**src/rtl/dataram_access_ctrl.sv**
```systemverilog
// Data RAM access controller: turns byte, bit, read-modify-write and @Ri
// requests from the execute stage into data RAM chip-select/read-write cycles.
module dataram_access_ctrl (
  input  logic       clk,
  input  logic       reset,
  input  logic       req,
  input  logic [2:0] op,
  input  logic [7:0] req_addr,
  input  logic [1:0] rs,
  input  logic [7:0] wdata,
  input  logic       wbit,
  output logic       busy,
  output logic       ack,
  output logic       err,
  output logic [7:0] rdata,
  output logic       rbit,
  output logic       mem_CS,
  output logic       mem_RW,
  output logic       mem_Bb,
  output logic [7:0] mem_addr,
  output logic [7:0] mem_position,
  output logic [7:0] mem_din,
  output logic       mem_bin,
  input  logic [7:0] mem_dout,
  input  logic       mem_bout
);

  localparam logic [2:0] OP_BRD = 3'b000;
  localparam logic [2:0] OP_BWR = 3'b001;
  localparam logic [2:0] OP_XRD = 3'b010;
  localparam logic [2:0] OP_XWR = 3'b011;
  localparam logic [2:0] OP_SET = 3'b100;
  localparam logic [2:0] OP_CLR = 3'b101;
  localparam logic [2:0] OP_CPL = 3'b110;
  localparam logic [2:0] OP_IND = 3'b111;

  typedef enum logic [2:0] {
    ST_IDLE = 3'd0,
    ST_RD1  = 3'd1,
    ST_RD2  = 3'd2,
    ST_WR   = 3'd3,
    ST_PRD1 = 3'd4,
    ST_PRD2 = 3'd5,
    ST_DONE = 3'd6
  } state_t;

  state_t     state_q, state_d;
  logic [2:0] op_q;
  logic [7:0] addr_q;
  logic [1:0] rs_q;
  logic [7:0] wdata_q;
  logic       wbit_q;
  logic [7:0] ptr_q;
  logic [7:0] rdata_q;
  logic       rbit_q;
  logic       err_q;

  logic       accept;
  logic       addr_err;
  logic       is_bit_op;
  logic       is_rmw;
  logic       is_ind;
  logic [7:0] target_addr;
  logic [7:0] ptr_addr;
  logic [7:0] pos_onehot;
  logic       wr_bit;

  assign accept    = (state_q == ST_IDLE) && req;
  assign addr_err  = (op != OP_IND) && req_addr[7];
  assign is_ind    = (op_q == OP_IND);
  assign is_bit_op = (op_q != OP_BRD) && (op_q != OP_BWR) && !is_ind;
  assign is_rmw    = op_q[2] && !is_ind;

  // Bit addresses 0x00-0x7F live in bytes 0x20-0x2F, eight bits per byte.
  assign target_addr = is_ind    ? ptr_q :
                       is_bit_op ? {4'h2, addr_q[6:3]} : addr_q;
  assign ptr_addr    = {3'b000, rs_q, 2'b00, addr_q[0]};

  for (genvar gi = 0; gi < 8; gi++) begin : g_pos
    assign pos_onehot[gi] = (addr_q[2:0] == 3'(gi));
  end

  always_comb begin
    wr_bit = 1'b0;
    case (op_q)
      OP_XWR:  wr_bit = wbit_q;
      OP_SET:  wr_bit = 1'b1;
      OP_CLR:  wr_bit = 1'b0;
      OP_CPL:  wr_bit = ~rbit_q;
      default: wr_bit = 1'b0;
    endcase
  end

  // State register
  always_ff @(posedge clk) begin
    if (!reset) state_q <= ST_IDLE;
    else        state_q <= state_d;
  end

  // Next-state logic
  always_comb begin
    state_d = state_q;
    case (state_q)
      ST_IDLE: begin
        if (req) begin
          if (addr_err) begin
            state_d = ST_DONE;
          end else begin
            case (op)
              OP_BWR, OP_XWR: state_d = ST_WR;
              OP_IND:         state_d = ST_PRD1;
              default:        state_d = ST_RD1;
            endcase
          end
        end
      end
      ST_RD1:  state_d = ST_RD2;
      ST_RD2:  state_d = is_rmw ? ST_WR : ST_DONE;
      ST_WR:   state_d = ST_DONE;
      ST_PRD1: state_d = ST_PRD2;
      // A pointer outside the RAM aborts before the second access.
      ST_PRD2: state_d = mem_dout[7] ? ST_DONE : ST_RD1;
      ST_DONE: state_d = ST_IDLE;
      default: state_d = ST_IDLE;
    endcase
  end

  // Request latch, pointer and result capture
  always_ff @(posedge clk) begin
    if (!reset) begin
      op_q    <= OP_BRD;
      addr_q  <= 8'h00;
      rs_q    <= 2'b00;
      wdata_q <= 8'h00;
      wbit_q  <= 1'b0;
      ptr_q   <= 8'h00;
      rdata_q <= 8'h00;
      rbit_q  <= 1'b0;
      err_q   <= 1'b0;
    end else begin
      if (accept) begin
        op_q    <= op;
        addr_q  <= req_addr;
        rs_q    <= rs;
        wdata_q <= wdata;
        wbit_q  <= wbit;
        err_q   <= addr_err;
      end
      if (state_q == ST_PRD2) begin
        ptr_q <= mem_dout;
        err_q <= mem_dout[7];
      end
      if (state_q == ST_RD2) begin
        if (is_bit_op) rbit_q  <= mem_bout;
        else           rdata_q <= mem_dout;
      end
    end
  end

  // Output logic
  always_comb begin
    busy         = (state_q != ST_IDLE);
    ack          = (state_q == ST_DONE);
    err          = (state_q == ST_DONE) && err_q;
    rdata        = rdata_q;
    rbit         = rbit_q;
    mem_CS       = 1'b1;
    mem_RW       = 1'b1;
    mem_Bb       = 1'b1;
    mem_addr     = 8'h00;
    mem_position = 8'h00;
    mem_din      = 8'h00;
    mem_bin      = 1'b0;
    case (state_q)
      ST_RD1, ST_RD2: begin
        mem_CS       = 1'b0;
        mem_Bb       = ~is_bit_op;
        mem_addr     = target_addr;
        mem_position = is_bit_op ? pos_onehot : 8'h00;
      end
      ST_WR: begin
        mem_CS       = 1'b0;
        mem_RW       = 1'b0;
        mem_Bb       = ~is_bit_op;
        mem_addr     = target_addr;
        mem_position = is_bit_op ? pos_onehot : 8'h00;
        mem_din      = is_bit_op ? 8'h00 : wdata_q;
        mem_bin      = is_bit_op ? wr_bit : 1'b0;
      end
      ST_PRD1, ST_PRD2: begin
        mem_CS   = 1'b0;
        mem_addr = ptr_addr;
      end
      default: ;
    endcase
  end

endmodule

```
**config.mk**
```make
export PLATFORM = sky130hd
export DESIGN_NAME = dataram_access_ctrl
export DESIGN_NICKNAME = d
export VERILOG_FILES = /design/src/rtl/dataram_access_ctrl.sv
export SDC_FILE = /design/constraint.sdc
export NUM_CORES = 1
export LEC_CHECK = 0
export BUFFER_PORTS_ARGS = -buffer_cell sky130_fd_sc_hd__buf_2
export CAP_MARGIN = 20
export CORE_MARGIN = 5
export CORE_UTILIZATION = 35
export CTS_BUF_LIST = sky130_fd_sc_hd__clkbuf_16
export CTS_CLUSTER_DIAMETER = 60
export DETAILED_ROUTE_END_ITERATION = 8
export PLACE_DENSITY = 0.7
export SYNTH_ARGS = -nofsm -noshare
export SYNTH_HDL_FRONTEND = slang
export SYNTH_SLANG_ARGS = --single-unit
```
**constraint.sdc**
```tcl
create_clock -name clk -period 2.62 [get_ports clk]
set_input_delay 0.131 -clock clk [delete_from_list [all_inputs] [get_ports clk]]
set_output_delay 0.131 -clock clk [all_outputs]
set_load 0.02 [all_outputs]
```
; ---- Yosys cells after proc, flatten, opt, wreduce, memory -nomap -nowiden
; Index checks and enable logic that the tools add are counted.
[totals]
ff_bits = 43
input_bits = 34
output_inout_bits = 40
elab_cells = 74
[op_classes]
eq_ne = 23
muxes = 21
n_bitwise = 2
reduce_logical = 18
[ops]
columns = operator, n
row1 = $mux W8, 6
row2 = $eq A3 B3 Y1 const B, 11
row3 = $eq A3 B2 Y1 const B, 6
row4 = $pmux W3 S6, 1
row5 = $pmux W8 S2, 1
row6 = $mux W3, 4
row7 = $eq A3 B1 Y1 const B, 3
row8 = $mux W1, 7
row9 = $logic_and A1 B1 Y1, 6
row10 = $logic_not A3 Y1, 2
row11 = $pmux W3 S2, 1
row12 = $reduce_bool A3 Y1, 2
row13 = $reduce_or A5 Y1, 1
row14 = $reduce_and A2 Y1, 2
row15 = $reduce_or A2 Y1, 2
row16 = $ne A3 B1 Y1 const B, 1
row17 = $ne A3 B3 Y1 const B, 1
row18 = $pmux W1 S3, 1
row19 = $reduce_or A3 Y1, 1
row20 = $ne A2 B2 Y1 const B, 1
row21 = $not A1 Y1, 2
row22 = $reduce_bool A2 Y1, 1
row23 = $logic_not A1 Y1, 1

; ---- Depth between registers and ports, before layout
[logic_depth]
ltp_word = 6
depth_mapped = 7
depth_no_buf = 4

; ---- Worst setup path after synthesis
; No wires, ideal clock.
[synth_path]
kind = register to output
startpoint = reg state_q[1]
endpoint = out mem_position[0]
arrival_ns = 1.673
required_time_ns = 2.489
path_slack_ns = 0.816
stages_incl_launch_ff = 6
path_cell_list = dfxtp_1 buf_4 nor2_1 or2_2 or3_4 nor3_1
[synth_between]
elab_chain_cells = 3
[synth_lines]
columns = item, line
row1 = "start, declared", 47  ; state_t state_q, state_d;
row2 = "start signal, assigned", 97  ; else state_q <= state_d;
row3 = $eq A3 B2 Y1 or $eq A3 B1 Y1 (tied branches), 174  ; case (state_q)
row4 = $reduce_or A3 Y1 (no line) *, n/a
row5 = $mux W8 *, n/a
row6 = "end, declared", 21  ; output logic [7:0] mem_position,
; Every way passes the cells marked *; elsewhere a longest branch is shown, timed or not.

; ---- Worst setup path in the final report
[layout_path]
startpoint = reg op_q[2]
endpoint = out mem_din[0]
[layout_between]
elab_chain_cells = 5
[layout_lines]
columns = item, line
row1 = "start, declared", 48  ; logic [2:0] op_q;
row2 = "start signal, assigned", 142  ; op_q <= op;
row3 = "$ne A3 B1 Y1, or another cell as far along", 71  ; assign is_bit_op = (op_q != OP_BRD) && (op_q != OP_BWR) && !is_ind;
row4 = $logic_and A1 B1 Y1 or $logic_not A1 Y1 (tied branches), 71
row5 = $logic_and A1 B1 Y1 *, 71
row6 = $mux W8 *, 187  ; mem_din = is_bit_op ? 8'h00 : wdata_q;
row7 = $mux W8 *, 174
row8 = "end, declared", 22  ; output logic [7:0] mem_din,
; Marks and branches as above.

==> metrics <==
setup TNS 0 ns; CTS tree built; Worst Tran Pin Value 0.7489 ns; CTS Sinks 43; post-CTS resize count 0; simple-gate share of the synthesized area between 30% and 40%; post-synthesis mux area share 0%; CTS Buf Count 5; ant diodes 0; CP required 2.49 ns; Mean Syn Cell Area around 7.5 µm²; core region area 5956 µm²; vias in the first global route 1975; Fin. Hold Viols 0; Mapped Cells 285; post-layout worst setup margin between 0.3 and 0.4 ns; post-synthesis adder-cell area fraction 0%; commonest cells in the netlist nand2_1, dfxtp_1, nand3_1; DIE AREA 7813 µm²; Post-synth EDFFs 0; Nets 384; largest net degree at the start of global routing 51; ys async rst share 0%; Worst Hold Slack 0.08221 ns; Yosys reg bits 43; Rel. slew slack about half; DPL Wire Length 4178 µm; Post-Syn Nets 319; WHS Path Cells 3; Final period util 84.80%; status finished clean; initial DRC count 118; IR drop worst, VDD between 0.3 and 0.4 mV; H-tree level count 2; Tmin final 2.222 ns; worst hold path type in2reg; pwr dens 762.4 nW/µm²; RSZ-0062 raised after global routing no; vias 2143; GPL Wtd Cong 0.8480; FP Rows 28; die span in y about 88 µm; Setup CP Type reg2out; area share of xor/xnor cells in the synthesized design 0%; # DRC 0; Total Power ~2.0 mW; final instance area 2661 µm²; synth warn 0; Clock Path Buffers 2; Unique masters post-synth 38; pre-CTS setup slack 0.6885 ns; cts hold-fix bufs 0; number of top-level pins 74; clk_lat worst skew roughly 0.28 ns; max-slew violation count 0; Yosys top cell by area dfxtp_1; Antenna Violating Nets Remaining 0; synth top area cells dfxtp_1, nand2_1, a21boi_1, nand3_1, nor2_1; CP arrival 2.09 ns; share of cells above drive strength 1 about 26%; Main synth FF type dfxtp_1; aggregate global routing overflow 0; fmax 450.1 MHz; Pre-Repair DR Iteration Count 4; largest family of logic cells by synthesized area simple AND/OR/NAND/NOR gates; wirelength, routed ~5500 µm; post-synth top area share 40.02%; post-synthesis sequential area ratio approximately two fifths; first-pass GRT wire length 9211 µm; most frequent cell after synthesis nand2_1; Final setup viols 0; post-CTS setup buffers 0; WL/cell 13.04 µm; CP Capture Type primary output; initial antenna violation count 0; complex-gate fraction of the synthesized area a little over a fifth; synthesized cell area 2151 µm²; worst-path fanout max 18; placed cell areas between 2000 and 3000 µm²; Root Driver clkbuf_16; Die W 88.39 µm; clk slew on worst S/H paths ~0.05 ns; Layout Area Growth over Synthesis 23.73%; port bufs 73; Overall Global Routing Usage 14.69%; initial core utilization 36.11%; Via density 5.054; Pleak ~1.1 nW; reg2reg path depth 5; FF-to-FF setup slack 0.99 ns; startpoint types register; max cap viols 0; clk_skew 0.003973 ns
-- report_power, final --
group / leakage [nW] / internal (mW) / switching [mW]
clock network: 0.0669 / 0.338 / 0.222
registers: 0.351 / 0.744 / 0.0980
logic: 0.713 / 0.237 / 0.389
-- cells by family after synthesis --
group | Yosys count
buffers and inverters | 22
AND/OR/NAND/NOR | 154
AO/OA/AOI/OAI | 66
flip-flops | 43
-- sequential cells by signal (all words and copies together) (netlist names) --
register / count
op_q: 3
wbit_q: 1
ptr_q: 8
rbit: 1
rs_q: 2
addr_q: 8
err_q: 1
rdata: 8
wdata_q: 8
state_q: 3
-- metrics by stage --
stage	util (%)	std cells
2_1_floorplan	-	285
3_3_place_gp	42.52	418
3_5_place_dp	42.52	418
4_1_cts	44.68	424
5_1_grt	44.68	424
6_report	44.68	424
-- per-layer routing --
layer / up-vias / track usage (%) / routed length (µm)
li1: 1091 / - / -
met1: 983 / 19.39 / 2432
met2: 58 / 24.07 / 2588
met3: 11 / 3.352 / 392
met4: 0 / 4.258 / 115
met5: - / 0 / 0
-- worst paths after layout --
check / startpoint / to
hold reg to reg: wbit_q / wbit_q
setup reg to reg: state_q[1] / rdata[5]
hold / removal: wdata[5] / wdata_q[5]
setup / recovery: op_q[2] / mem_din[0]
-- area by class of cell --
class | count | area (µm²)
fill | 608 | 3294
multi-input combinational | 220 | 1167
sequential | 43 | 860.8
timing repair buffer | 78 | 402.9
clock buffer | 5 | 125.1
tap | 75 | 93.84
inverter | 2 | 7.507
clock inverter | 1 | 3.754
-- critical path: stages, from the launching register on --
cell	delay, ns
dfxtp_1	0.64
and3_1	0.33
nor2_1	0.10
nor2_1	0.38
and2_1	0.19
buf_2	0.16
-- placed cells by master (no fill, tap or decap), drive strengths merged, types with 4 or more instances in the layout --
cell / netlist / routed
nand3: 24 / 24
nand3b: 4 / 4
a31oi: 4 / 4
nand2: 75 / 75
clkbuf: 9 / 5
nor2: 24 / 24
a21boi: 30 / 30
buf: 11 / 78
dfxtp: 43 / 43
o21ai: 16 / 16
and2: 10 / 10
(Power assumes the default switching activity.)
